--- src/rtl/keypad_entry_if.sv ---
// keypad_entry_if: keypad-side inputs and ATM-controller-side outputs.
// master = keypad/bench driver, slave = keypad_entry.
interface keypad_entry_if;
  logic [3:0]  TECLA;
  logic        TECLA_PRESIONADA;
  logic        MODO;
  logic [3:0]  DIGITO;
  logic        DIGITO_STB;
  logic [31:0] MONTO;
  logic        MONTO_STB;
  logic        DESBORDE;

  modport master (
    output TECLA, TECLA_PRESIONADA, MODO,
    input  DIGITO, DIGITO_STB, MONTO, MONTO_STB, DESBORDE
  );

  modport slave (
    input  TECLA, TECLA_PRESIONADA, MODO,
    output DIGITO, DIGITO_STB, MONTO, MONTO_STB, DESBORDE
  );
endinterface

--- src/rtl/keypad_entry.sv ---
// keypad_entry: keypad press -> PIN digit strobes or binary amount entry.
// Ports: CLK, RESET (sync, active-high), kp (keypad_entry_if.slave).
//   kp in : TECLA, TECLA_PRESIONADA, MODO
//   kp out: DIGITO/DIGITO_STB, MONTO/MONTO_STB, DESBORDE
// Optional: define DEBOUNCE_EN to add the FILTRO state (DEB_CICLOS).
module keypad_entry #(
  parameter int MAX_DIGITOS = 10
`ifdef DEBOUNCE_EN
  , parameter int DEB_CICLOS = 4
`endif
) (
  input  logic          CLK,
  input  logic          RESET,
  keypad_entry_if.slave kp
);

  localparam int CW = $clog2(MAX_DIGITOS + 1);

  typedef enum logic [1:0] {
    ESPERA   = 2'd0,
    ACEPTADA = 2'd1
`ifdef DEBOUNCE_EN
    , FILTRO = 2'd2
`endif
  } st_t;

  st_t  st_q, st_d;
  logic fresh_q;
  logic acepta;
  logic pres;

`ifdef DEBOUNCE_EN
  localparam int DW = $clog2(DEB_CICLOS + 1);
  logic [DW-1:0] deb_q, deb_d;
`endif

  assign pres = kp.TECLA_PRESIONADA;

  // FSM state register; fresh_q marks the first sample after reset
  always_ff @(posedge CLK) begin
    if (RESET) begin
      st_q    <= ESPERA;
      fresh_q <= 1'b1;
`ifdef DEBOUNCE_EN
      deb_q   <= '0;
`endif
    end else begin
      st_q    <= st_d;
      fresh_q <= 1'b0;
`ifdef DEBOUNCE_EN
      deb_q   <= deb_d;
`endif
    end
  end

  // FSM next state
  always_comb begin
    st_d = st_q;
`ifdef DEBOUNCE_EN
    deb_d = '0;
`endif
    case (st_q)
      ESPERA: begin
        if (pres) begin
          // a key already held across reset must be released first
          if (fresh_q) begin
            st_d = ACEPTADA;
          end else begin
`ifdef DEBOUNCE_EN
            st_d = FILTRO;
`else
            st_d = ACEPTADA;
`endif
          end
        end
      end
`ifdef DEBOUNCE_EN
      FILTRO: begin
        if (!pres) begin
          st_d = ESPERA;
        end else if (deb_q == DW'(DEB_CICLOS - 1)) begin
          st_d = ACEPTADA;
        end else begin
          deb_d = deb_q + DW'(1);
        end
      end
`endif
      ACEPTADA: begin
        if (!pres) st_d = ESPERA;
      end
      default: st_d = ESPERA;
    endcase
  end

  // FSM output: one acceptance pulse per press
  always_comb begin
`ifdef DEBOUNCE_EN
    acepta = (st_q == FILTRO) && pres &&
             (deb_q == DW'(DEB_CICLOS - 1));
`else
    acepta = (st_q == ESPERA) && pres && !fresh_q;
`endif
  end

  // accepted key is registered, then processed one edge later
  logic          pend_q;
  logic [3:0]    tec_q;
  logic          modo_q;
  logic [31:0]   acc_q, acc_d, acc_b;
  logic [CW-1:0] ndig_q, ndig_d, ndig_b;
  logic          ovf_q, ovf_d, ovf_b;
  logic [31:0]   monto_q, monto_d;
  logic          mstb_q, mstb_d;
  logic [3:0]    dig_q, dig_d;
  logic          dstb_q, dstb_d;
  logic          mchg;
  logic          es_dig;
  logic [35:0]   prod;

  always_comb begin
    mchg    = kp.MODO != modo_q;
    acc_b   = mchg ? '0 : acc_q;
    ndig_b  = mchg ? '0 : ndig_q;
    ovf_b   = mchg ? 1'b0 : ovf_q;
    acc_d   = acc_b;
    ndig_d  = ndig_b;
    ovf_d   = ovf_b;
    monto_d = monto_q;
    mstb_d  = 1'b0;
    dig_d   = dig_q;
    dstb_d  = 1'b0;
    es_dig  = tec_q <= 4'd9;
    // 36 bits so the overflow shows up in the top nibble
    prod    = {4'd0, acc_b} * 36'd10 + {32'd0, tec_q};
    if (pend_q) begin
      if (!kp.MODO) begin
        if (es_dig) begin
          dig_d  = tec_q;
          dstb_d = 1'b1;
        end
      end else begin
        unique case (1'b1)
          es_dig: begin
            if (ndig_b < CW'(MAX_DIGITOS)) begin
              if (prod[35:32] == 4'd0) begin
                acc_d  = prod[31:0];
                ndig_d = ndig_b + CW'(1);
              end else begin
                ovf_d = 1'b1;
              end
            end
          end
          tec_q == 4'hB: begin
            if (ndig_b != '0) begin
              monto_d = acc_b;
              mstb_d  = 1'b1;
              acc_d   = '0;
              ndig_d  = '0;
              ovf_d   = 1'b0;
            end
          end
          tec_q == 4'hA: begin
            acc_d  = '0;
            ndig_d = '0;
            ovf_d  = 1'b0;
          end
          default: ;
        endcase
      end
    end
  end

  always_ff @(posedge CLK) begin
    if (RESET) begin
      pend_q  <= 1'b0;
      tec_q   <= '0;
      modo_q  <= 1'b0;
      acc_q   <= '0;
      ndig_q  <= '0;
      ovf_q   <= 1'b0;
      monto_q <= '0;
      mstb_q  <= 1'b0;
      dig_q   <= '0;
      dstb_q  <= 1'b0;
    end else begin
      pend_q  <= acepta;
      if (acepta) tec_q <= kp.TECLA;
      modo_q  <= kp.MODO;
      acc_q   <= acc_d;
      ndig_q  <= ndig_d;
      ovf_q   <= ovf_d;
      monto_q <= monto_d;
      mstb_q  <= mstb_d;
      dig_q   <= dig_d;
      dstb_q  <= dstb_d;
    end
  end

  assign kp.DIGITO     = dig_q;
  assign kp.DIGITO_STB = dstb_q;
  assign kp.MONTO      = monto_q;
  assign kp.MONTO_STB  = mstb_q;
  assign kp.DESBORDE   = ovf_q;

endmodule

--- src/flat_wrapper.sv ---
// flat-port wrapper written by rule: the top's interface ports become plain ports
module keypad_entry_flat 
#(
  parameter int MAX_DIGITOS = 10

)
  (CLK, RESET, kp_TECLA, kp_TECLA_PRESIONADA, kp_MODO, kp_DIGITO, kp_DIGITO_STB, kp_MONTO, kp_MONTO_STB, kp_DESBORDE);
  keypad_entry_if kp_i ();
  input  logic CLK;
  input  logic RESET;
  input wire logic [$bits(kp_i.TECLA)-1:0] kp_TECLA;
  input wire logic [$bits(kp_i.TECLA_PRESIONADA)-1:0] kp_TECLA_PRESIONADA;
  input wire logic [$bits(kp_i.MODO)-1:0] kp_MODO;
  output wire logic [$bits(kp_i.DIGITO)-1:0] kp_DIGITO;
  output wire logic [$bits(kp_i.DIGITO_STB)-1:0] kp_DIGITO_STB;
  output wire logic [$bits(kp_i.MONTO)-1:0] kp_MONTO;
  output wire logic [$bits(kp_i.MONTO_STB)-1:0] kp_MONTO_STB;
  output wire logic [$bits(kp_i.DESBORDE)-1:0] kp_DESBORDE;
  assign kp_i.TECLA = kp_TECLA;
  assign kp_i.TECLA_PRESIONADA = kp_TECLA_PRESIONADA;
  assign kp_i.MODO = kp_MODO;
  assign kp_DIGITO = kp_i.DIGITO;
  assign kp_DIGITO_STB = kp_i.DIGITO_STB;
  assign kp_MONTO = kp_i.MONTO;
  assign kp_MONTO_STB = kp_i.MONTO_STB;
  assign kp_DESBORDE = kp_i.DESBORDE;
  keypad_entry #(.MAX_DIGITOS(MAX_DIGITOS)) u_core (.CLK(CLK), .RESET(RESET), .kp(kp_i));
endmodule
--- config.mk ---
export PLATFORM = sky130hd
export DESIGN_NAME = keypad_entry_flat
export DESIGN_NICKNAME = d
export VERILOG_FILES = /design/src/rtl/keypad_entry_if.sv /design/src/rtl/keypad_entry.sv /design/src/flat_wrapper.sv
export SDC_FILE = /design/constraint.sdc
export NUM_CORES = 1
export LEC_CHECK = 0
export ABC_AREA = 1
export BUFFER_PORTS_ARGS = -buffer_cell sky130_fd_sc_hd__buf_2
export CORE_MARGIN = 1.5
export CORE_UTILIZATION = 30
export DETAILED_ROUTE_END_ITERATION = 12
export HOLD_SLACK_MARGIN = 0.15
export PLACE_DENSITY_LB_ADDON = 0.05
export SKIP_LAST_GASP = 1
export SLEW_MARGIN = 15
export SYNTH_ARGS = -nofsm -noshare
export SYNTH_HDL_FRONTEND = slang
export SYNTH_SLANG_ARGS = --single-unit
--- constraint.sdc ---
create_clock -name CLK -period 5.85 [get_ports CLK]
set_clock_uncertainty 0.05 [all_clocks]
set_input_delay 0.585 -clock CLK [delete_from_list [all_inputs] [get_ports CLK]]
set_output_delay 0.585 -clock CLK [all_outputs]
set_load 0.01 [all_outputs]
== Word-level counts from Yosys, hierarchy flattened ==
Cells that the tools add are included.

* Multiply operators: 1
* Bitwise logic cells: 3
* Reductions and logical operators: 11
* Eq/ne operators: 6
* $lt $le $gt $ge: 2
* Multiplexer cells: 27
* Add/sub/neg operators: 2

{| class="wikitable"
|+ Operators by type and width
! kind !! number
|-
| 32-bit two-way mux || 6
|-
| 32-bit one-hot mux with 3 select lines || 1
|-
| 36-bit by 4-bit adder with 36-bit output || 1
|-
| 32-bit by 3-bit multiplier with 35-bit output, second input constant || 1
|-
| 4-bit two-way mux || 6
|-
| 4-bit one-hot mux with 3 select lines || 1
|-
| 1-bit two-way mux || 9
|-
| 4-bit equality test, second input constant || 2
|-
| 4-bit by 1-bit adder with 4-bit output, second input constant || 1
|-
| 4-bit less-or-equal comparator, second input constant || 1
|-
| 4-bit zero test || 1
|-
| 4-bit less-than comparator, second input constant || 1
|-
| 2-bit two-way mux || 2
|-
| 2-bit inequality test, second input constant || 2
|-
| 2-bit one-hot mux with 2 select lines || 1
|-
| 4-bit AND reduction || 1
|-
| 4-bit nonzero test || 1
|-
| 4-bit OR reduction || 1
|-
| 1-bit NOT || 3
|-
| 1-bit one-hot mux with 3 select lines || 1
|-
| 3-bit AND reduction || 1
|-
| 3-bit OR reduction || 1
|-
| 2-bit by 1-bit equality test with 1-bit output, second input constant || 1
|-
| 1-bit logical AND || 2
|-
| other kinds (4) || 4
|}

* Bits in registers: 84
* Output and inout port bits: 39
* Input bits: 8
* Word-level logic and storage cells: 64

== Logic depth before layout (Yosys ltp) ==
Gate-level depths: netlist of run 1.

* Word-level depth: 10
* Depth in mapped cells: 35
* Gate-level depth less buffers: 34

== Least setup slack after synthesis of run 1 ==
OpenSTA, ideal clock, no wires.

* Path type: input to register
* From: input port kp_MODO
* To: register u_core.acc_q[9]
* Data required time: 5.668 ns
* Cell stages on the path: 32
* Setup time: 0.132 ns
* Path buffers: 3
* Arrival: 4.165 ns
* Setup slack: 1.503 ns
* Cells stage by stage: inv_1 > or2_1 > nand2_1 > inv_2 > buf_2 > nand2_1 > inv_1 > nor2_1 > nor2_1 > ha_1 > inv_1 > fa_1 > nor2_1 > nand4_1 > nand2_1 > nand2_1 > nor2_4 > nand3_2 > nor2_4 > nand2_4 > nor2_4 > nand2_2 > nor2_4 > nand3_2 > nand2_1 > nand2_2 > nor2_4 > buf_6 > buf_6 > nand3_1 > nand3_1 > a21oi_1

* Word-level cells in the longest chain between the ends: 10
* Elaborated cells on any way between the ends: 14
* Those cells by class: add/sub: 1; mul: 1; order compare: 1; eq/ne: 1; mux: 8; reduce/logical: 2

{| class="wikitable"
|+ RTL lines
! element !! line !! text
|-
| start, declared || flat_wrapper.sv:13 || <nowiki>input wire logic [$bits(kp_i.MODO)-1:0] kp_MODO;</nowiki>
|-
| 1-bit inequality test * || keypad_entry.sv:121 || <nowiki>mchg = kp.MODO != modo_q;</nowiki>
|-
| 32-bit two-way mux * || keypad_entry.sv:122 || <nowiki>acc_b = mchg ? '0 : acc_q;</nowiki>
|-
| via u_core.acc_b[1] || keypad_entry.sv:109 || <nowiki>logic [31:0] acc_q, acc_d, acc_b;</nowiki>
|-
| 32-bit by 3-bit multiplier with 35-bit output * || keypad_entry.sv:134 || <nowiki>prod = {4'd0, acc_b} * 36'd10 + {32'd0, tec_q};</nowiki>
|-
| 36-bit by 4-bit adder with 36-bit output * || keypad_entry.sv:134 ||
|-
| 4-bit zero test || keypad_entry.sv:145 || <nowiki>if (prod[35:32] == 4'd0) begin</nowiki>
|-
| 32-bit two-way mux * || keypad_entry.sv:145 ||
|-
| 32-bit two-way mux * || keypad_entry.sv:144 || <nowiki>if (ndig_b < CW'(MAX_DIGITOS)) begin</nowiki>
|-
| 32-bit one-hot mux with 3 select lines * || keypad_entry.sv:142 || <nowiki>unique case (1'b1)</nowiki>
|-
| 32-bit two-way mux * || keypad_entry.sv:136 || <nowiki>if (!kp.MODO) begin</nowiki>
|-
| 32-bit two-way mux * || keypad_entry.sv:135 || <nowiki>if (pend_q) begin</nowiki>
|-
| end signal, assigned || keypad_entry.sv:178 || <nowiki>acc_q <= '0;</nowiki>
|-
| end signal, assigned || keypad_entry.sv:189 || <nowiki>acc_q <= acc_d;</nowiki>
|-
| end, declared || keypad_entry.sv:109 ||
|}

The timed path passes the listed nets; every way through them passes the cells marked *.
A chain may end at the register's enable or synchronous reset.

== Final worst setup path of run 1 ==
* From: input port kp_MODO
* To: register u_core.acc_q[21]

* Word-level cells in the longest chain between the ends: 10
* Elaborated cells on any way between the ends: 14
* Those cells by class: add/sub: 1; mul: 1; order compare: 1; eq/ne: 1; mux: 8; reduce/logical: 2

{| class="wikitable"
|+ RTL lines
! element !! line
|-
| 1-bit inequality test || keypad_entry.sv:121
|-
| 32-bit two-way mux || keypad_entry.sv:122
|-
| 32-bit by 3-bit multiplier with 35-bit output || keypad_entry.sv:134
|-
| 36-bit by 4-bit adder with 36-bit output || keypad_entry.sv:134
|-
| 4-bit zero test || keypad_entry.sv:145
|-
| 32-bit two-way mux || keypad_entry.sv:145
|-
| 32-bit two-way mux || keypad_entry.sv:144
|-
| 32-bit one-hot mux with 3 select lines || keypad_entry.sv:142
|-
| 32-bit two-way mux || keypad_entry.sv:136
|-
| 32-bit two-way mux * || keypad_entry.sv:135
|}

Mark *: on every way between the ends. The rest lies on a longest branch, timed or not.

==> flow_summary_export.csv, run 1 <==
group,metric,value,unit
yosys,ys_seq_elements,83,
power_and_ir_drop,p_clk_share,41.8,%
timing,finalCriticalPeriod,5.15,ns
die,start_util,30.5,%
drt,drc_errors,0,
yosys,syn_avg_cell_area,5.64,um2
timing,min_period_over_period,88.0,%
global_routing,grt_pass1_wl,45700,um
critical_path,slowest_delay,0.45,ns
cells_and_area,syn_to_final_growth,11.0,%
min_path,hold_depth,3,
clocking,hold_buffers,0,
yosys,syn_area,7960,um2
clocking,cts_setup_buffers,0,
status,outcome,"finished, final reports clean",
global_routing,grt_pass1_vias,8079,
power_and_ir_drop,p_per_area,158,nW/um2
die,boundaryPins,47,
critical_path,slowest_stage,"ha_1",
global_routing,grt_usage,21.0,%
yosys,syn_nets,1462,
critical_path,cp-start-kind,"input port",
clocking,cts_resized,0,
global_routing,grt_overflow,0,
placement,dp_hpwl,23200,um
critical_path,worstPathMaxFanout,23,
timing,report.final.slew_viol_count,0,
power_and_ir_drop,p_leak,4.55,nW
critical_path,crit_path_frequent_cell,"nand2_1",
clocking,cts-htree-levels,3,
cells_and_area,n_fill_cell,2986,
cells_and_area,fin_util,33.9,%
power_and_ir_drop,seq_power_share,42.9,%
min_path,min_to,"u_core.tec_q[0]$_SDFFE_PP0P_",
power_and_ir_drop,p_int,0.989,mW
placement,port_buffers,46,
placement,dpl_worst_slack,0.323,ns
timing,max_freq,0.194,GHz
yosys,yosysSeqAreaShare,20.9,%
yosys,async_reset_ff_share,0,%
critical_path,rr_endpoint,"u_core.acc_q[21]$_SDFF_PP0_",
yosys,synth_cell_type_count,37,
power_and_ir_drop,power,1.39,mW
critical_path,ff2ff_setup_slack,0.87,ns
timing,setup_tns,0,ns
global_routing,grt_max_degree,61,
die,row_count,59,
clocking,clkTransAtPathRegs,0.06,ns
placement,gp_congestion,0.872,
power_and_ir_drop,p_sw_share,28.9,%
clocking,clk-insertion-delay-late,0.34,ns
job,drv_cap,0,
drt,drt-total-wl,28600,um
yosys,ys_warn_count,0,
yosys,synthCells,1412,
critical_path,path_class,"in2reg",
timing,hold_viol,0,
timing,rsz0062_at_grt,"false",
power_and_ir_drop,p_switching,0.402,mW
min_path,hold_path_class,"in2reg",
die,die_h,166,um
timing,tightest_slew,0.885,ns
critical_path,r2r-start,"u_core.modo_q$_SDFF_PP0_",
drt,dr.first_iter.drc_count,619,
drt,antenna_left,0,
timing,slew_headroom,40.9,%
die,fp.dieW,166,um
critical_path,worst_ep_arrival_time,5.33,ns
die,die_area,27500,um2
power_and_ir_drop,comb_power_share,15.3,%
die,core-area,26100,um2
cells_and_area,diodes,0,
critical_path,end_kind,"register",
drt,avgRoutedWirePerCell,16.0,um
clocking,cts_sinks,83,
drt,vias,8443,
drt,viasPerCell,4.72,
drt,drtPass1Iterations,5,
timing,setup_viol,0,
power_and_ir_drop,ir_worst_vdd,0.174,mV
clocking,clock_path_buffers,2,
clocking,cts_buffers,9,
critical_path,required,6.03,ns
timing,fin_ws,0.700,ns
yosys,synthFlopType,"dfxtp_1",
global_routing,antenna_found_initial,0,
cells_and_area,final_nets,1498,
clocking,cts-root-buf,"clkbuf_16",
clocking,cts_tree,"done",
min_path,hold_path_startpoint,"kp_TECLA[0]",
cells_and_area,drive_above_1_share,9.98,%
critical_path,rr_worst_depth,28,
yosys,synth_edf_count,0,
-- synth_stat cells, types with 2 or more instances --
master	number	share of area, %
a21oi_1	92	5.8
a31oi_1	3	0.24
and2_1	2	0.16
buf_1	3	0.14
buf_6	5	0.71
clkbuf_1	20	0.94
clkinv_1	2	0.094
dfxtp_1	83	21
fa_1	2	0.50
ha_1	40	6.3
inv_1	243	11
inv_2	9	0.42
nand2_1	384	18
nand2_2	23	1.8
nand2_4	3	0.42
nand3_1	93	5.8
nand3_2	13	1.6
nand4_1	13	1.0
nor2_1	206	9.7
nor2_2	6	0.47
nor2_4	13	1.8
nor3_1	9	0.57
o21ai_0	95	6.0
o21ai_1	12	0.75
xnor2_1	4	0.44
xor2_1	23	2.5
-- worst max-delay path: cells and delay by family --
family                     cells  cell delay, ns
AOI/OAI and AO/OA              2            0.19
adders and majority gates      1            0.45
and+or+nand+nor               21            3.20
buffers and inverters          6            0.93
-- layout make-up --
class,instances,area [um2],share of cell area (%)
Clock inverter,5,52.6,0.595
Sequential cell,83,1660,18.8
Clock buffer,11,243,2.75
Timing Repair Buffer,56,318,3.60
Inverter,254,953,10.8
Multi-Input combinational cell,1044,5180,58.7
Tap cell,335,419,4.75
-- power groups by stage --
stage / Clock, mW / Combinational, mW / Sequential, mW
after detailed placement: 0 / 0.214 / 0.610
after global routing: 0.618 / 0.241 / 0.599
after global placement: 0 / 0.215 / 0.610
final: 0.582 / 0.213 / 0.597
after CTS: 0.592 / 0.214 / 0.597
after floorplan: 0 / 0.150 / 0.605
-- worst max path at each step --
stage	slack [ns]	cells after the start	from	end
2_1_floorplan	1.50	32	kp_MODO	u_core.acc_q[9]$_SDFF_PP0_
3_3_place_gp	0.27	30	kp_MODO	u_core.acc_q[21]$_SDFF_PP0_
3_5_place_dp	0.32	30	kp_MODO	u_core.acc_q[21]$_SDFF_PP0_
4_1_cts	0.66	30	kp_MODO	u_core.acc_q[21]$_SDFF_PP0_
5_1_grt	0.15	30	kp_MODO	u_core.acc_q[21]$_SDFF_PP0_
6_report	0.70	30	kp_MODO	u_core.acc_q[21]$_SDFF_PP0_
-- per-stage QoR --
step                      instances  cell area (um2)  hold slack, ns
after floorplan                1412             7960           0.416
after global placement         1772             8540           0.420
after detailed placement       1772             8540           0.423
after CTS                      1788             8830           0.425
after global routing           1788             8830           0.444
final                          1788             8830           0.428
-- metal layers --
layer  part of all wire, %  vias up  global-route usage (%)
li1                      -     4444                       -
met1                    53     3813                    31.4
met2                    43      161                    33.0
met3                   2.6       25                    1.29
met4                   1.3        0                    4.39
met5                     0        -                       0
-- flip-flops by register name (all words and copies together), names as in the netlist --
| register | count |
|---|---|
| u_core.acc_q | 32 |
| u_core.kp.MONTO_STB | 1 |
| u_core.modo_q | 1 |
| u_core.kp.DIGITO | 4 |
| u_core.st_q | 1 |
| u_core.kp.MONTO | 32 |
| u_core.kp.DIGITO_STB | 1 |
| u_core.kp.DESBORDE | 1 |
| u_core.tec_q | 4 |
| u_core.pend_q | 1 |
| u_core.fresh_q | 1 |
| u_core.ndig_q | 4 |
-- layout by cell type (no fill, tap or decap), types with 2 or more instances in the layout --
| cell | Yosys | routed |
|---|---|---|
| nand3_2 | 13 | 13 |
| o21ai_0 | 95 | 95 |
| and2_1 | 2 | 2 |
| nand2_4 | 3 | 3 |
| nand2_1 | 384 | 384 |
| buf_2 | 1 | 46 |
| nor2_2 | 6 | 7 |
| clkinv_2 | 0 | 3 |
| ha_1 | 40 | 40 |
| inv_2 | 9 | 10 |
| nor3_1 | 9 | 9 |
| nor2_4 | 13 | 13 |
| a21oi_1 | 92 | 92 |
| inv_1 | 243 | 242 |
| nand2_2 | 23 | 23 |
| o21ai_1 | 12 | 12 |
| nand4_1 | 13 | 13 |
| dfxtp_1 | 83 | 83 |
| buf_4 | 0 | 9 |
| fa_1 | 2 | 2 |
| xor2_1 | 23 | 23 |
| clkbuf_16 | 0 | 9 |
| nand3_1 | 93 | 93 |
| nor2_1 | 206 | 205 |
| clkinv_1 | 2 | 2 |
| xnor2_1 | 4 | 4 |
| a31oi_1 | 3 | 3 |
-- cells by family after synthesis --
logic type,share of synthesized area (%)
xor+xnor,2.97
flops,20.9
simple gates,42.2
fa+ha+maj,6.79
compound gates,13.1
buf+inv,14.0
(Power assumes the default switching activity.)
==> run 2: changes to the inputs <==
CORE_UTILIZATION = 50   (was 30)
==> run 2 against run 1 <==
Against the previous run: global-route usage up 8.7 points; non-clock buffer count down 1; fmax up 5.2%; combinational power down 5%; via count up 2.2%; utilization up 23 points; critical path type unchanged; critical endpoint is now u_core.acc_q[19]$_SDFF_PP0_.
==> flow_summary_export.csv, run 2 (synthesized netlist as in run 1, its figures left out) <==
group,metric,value,unit
drt,dr.first_iter.drc_count,883,
power_and_ir_drop,p_sw_share,26.2,%
drt,wl_met3,1790,um
critical_path,ff2ff_setup_slack,1.12,ns
cells_and_area,layout_commonest_cell,"nand2_1",
global_routing,grt_pass1_wl,39300,um
timing,finalCriticalPeriod,4.89,ns
critical_path,worst_ep_arrival_time,5.11,ns
die,die_h,129,um
global_routing,antenna_found_initial,0,
timing,min_period_over_period,83.7,%
clocking,cts_buffers,9,
die,fp.dieW,129,um
critical_path,worst-path-stages,30,
critical_path,cp-start-kind,"input port",
drt,routed.top_layer,"met4",
power_and_ir_drop,p_clk_share,45.2,%
placement,place_area,8360,um2
power_and_ir_drop,p_per_area,168,nW/um2
timing,hold_viol,0,
critical_path,rr_worst_depth,28,
critical_path,r2r-start,"u_core.modo_q$_SDFF_PP0_",
status,outcome,"finished, final reports clean",
power_and_ir_drop,p_leak,4.56,nW
cells_and_area,final_cell_mix,"nand2_1 (384), inv_1 (243), nor2_1 (206), o21ai_0 (95), nand3_1 (93)",
clocking,clk-insertion-delay-late,0.34,ns
clocking,cts-root-buf,"clkbuf_16",
die,boundaryPins,47,
global_routing,grt_pass1_vias,7744,
timing,report.final.slew_viol_count,0,
drt,drt-total-wl,24300,um
clocking,clock_path_buffers,2,
min_path,hold_path_startpoint,"kp_TECLA[3]",
power_and_ir_drop,seq_power_share,40.9,%
die,start_util,51.8,%
cells_and_area,diodes,0,
power_and_ir_drop,p_switching,0.382,mW
clocking,cts_tree,"done",
cells_and_area,syn_to_final_growth,9.37,%
critical_path,path_buf_inv,6,
placement,gp_congestion,0.960,
critical_path,worstPathMaxFanout,25,
power_and_ir_drop,ir_worst_vdd,0.147,mV
critical_path,slowest_stage,"ha_1",
clocking,hold_buffers,0,
critical_path,slowest_delay,0.40,ns
cells_and_area,drive_above_1_share,9.71,%
cells_and_area,final_nets,1497,
timing,tightest_slew,0.718,ns
job,drv_cap,0,
drt,antenna_left,0,
die,die_area,16700,um2
min_path,hold_depth,3,
clocking,cts_resized,0,
timing,setup_viol,0,
drt,avgRoutedWirePerCell,14.6,um
critical_path,worstSetupStartpoint,"kp_MODO",
clocking,clkTransAtPathRegs,0.06,ns
placement,port_buffers,46,
die,core-area,15400,um2
placement,dp_hpwl,19200,um
critical_path,path_class,"in2reg",
drt,viasPerCell,5.19,
drt,drtPass1Iterations,5,
global_routing,grt_overflow,0,
timing,rsz0062_at_grt,"false",
drt,drc_errors,0,
global_routing,grt_usage,29.7,%
critical_path,crit_family,"simple AND/OR/NAND/NOR gates",
drt,vias,8630,
drt,met2_length,10300,um
power_and_ir_drop,comb_power_share,13.9,%
critical_path,crit_path_frequent_cell,"nor2_1",
timing,setup_tns,0,ns
clocking,cts-htree-levels,3,
power_and_ir_drop,p_int,1.08,mW
die,row_count,45,
global_routing,grt_max_degree,64,
critical_path,required,6.07,ns
cells_and_area,fin_area,8700,um2
critical_path,end_kind,"register",
timing,max_freq,0.204,GHz
timing,slew_headroom,52.1,%
clocking,cts_sinks,83,
min_path,hold_path_class,"in2reg",
drt,met1_length,11900,um
clocking,cts_setup_buffers,0,
-- run 2: changes by cell type in the layout (fill, tap and decap cells not counted), sizes merged --
cell,previous run,this run
buf,56,55
clkbuf,11,12
clkinv,5,2
bufinv,1,3
-- run 2: per-layer routing --
layer / global-route usage, % / vias to the layer above
met5: 0 / -
met4: 6.94 / 0
met3: 2.93 / 28
met2: 45.7 / 328
met1: 44.4 / 3823
li1: - / 4451
-- run 2: cell type report --
class / instances / area (um2)
Sequential cell: 83 / 1660
Fill cell: 1688 / 6670
Tap cell: 211 / 264
Multi-Input combinational cell: 1044 / 5180
Clock inverter: 4 / 97.6
Inverter: 254 / 953
Timing Repair Buffer: 55 / 298
Clock buffer: 12 / 246
-- run 2: tightest hold or removal path: cells and delay by family --
family / cells / cell delay [ns]
AND/OR/NAND/NOR: 2 / 0.11
buffers and inverters: 1 / 0.07
-- run 2: path summary, 6_finish.rpt --
path | end
max | u_core.acc_q[19]$_SDFF_PP0_
min | u_core.tec_q[3]$_SDFFE_PP0P_
max reg2reg | u_core.acc_q[19]$_SDFF_PP0_
min reg2reg | u_core.kp.MONTO[30]$_SDFFE_PP0P_
-- run 2: through the flow --
stage / hold slack [ns] / instances / setup slack, ns / power, mW / utilization [%]
floorplan: 0.416 / 1412 / 1.50 / 0.755 / -
global placement: 0.411 / 1647 / 0.665 / 0.807 / 54.4
detailed placement: 0.416 / 1647 / 0.674 / 0.807 / 54.4
CTS: 0.416 / 1663 / 1.01 / 1.46 / 56.6
global route: 0.449 / 1663 / 0.467 / 1.51 / 56.6
finish: 0.420 / 1663 / 0.956 / 1.46 / 56.6
-- run 2: power groups by stage --
stage | logic [mW] | clock network [mW] | registers (mW)
finish | 0.202 | 0.659 | 0.597
global route | 0.226 | 0.682 | 0.599
CTS | 0.199 | 0.661 | 0.597
detailed placement | 0.198 | 0 | 0.609
global placement | 0.198 | 0 | 0.609
floorplan | 0.150 | 0 | 0.605
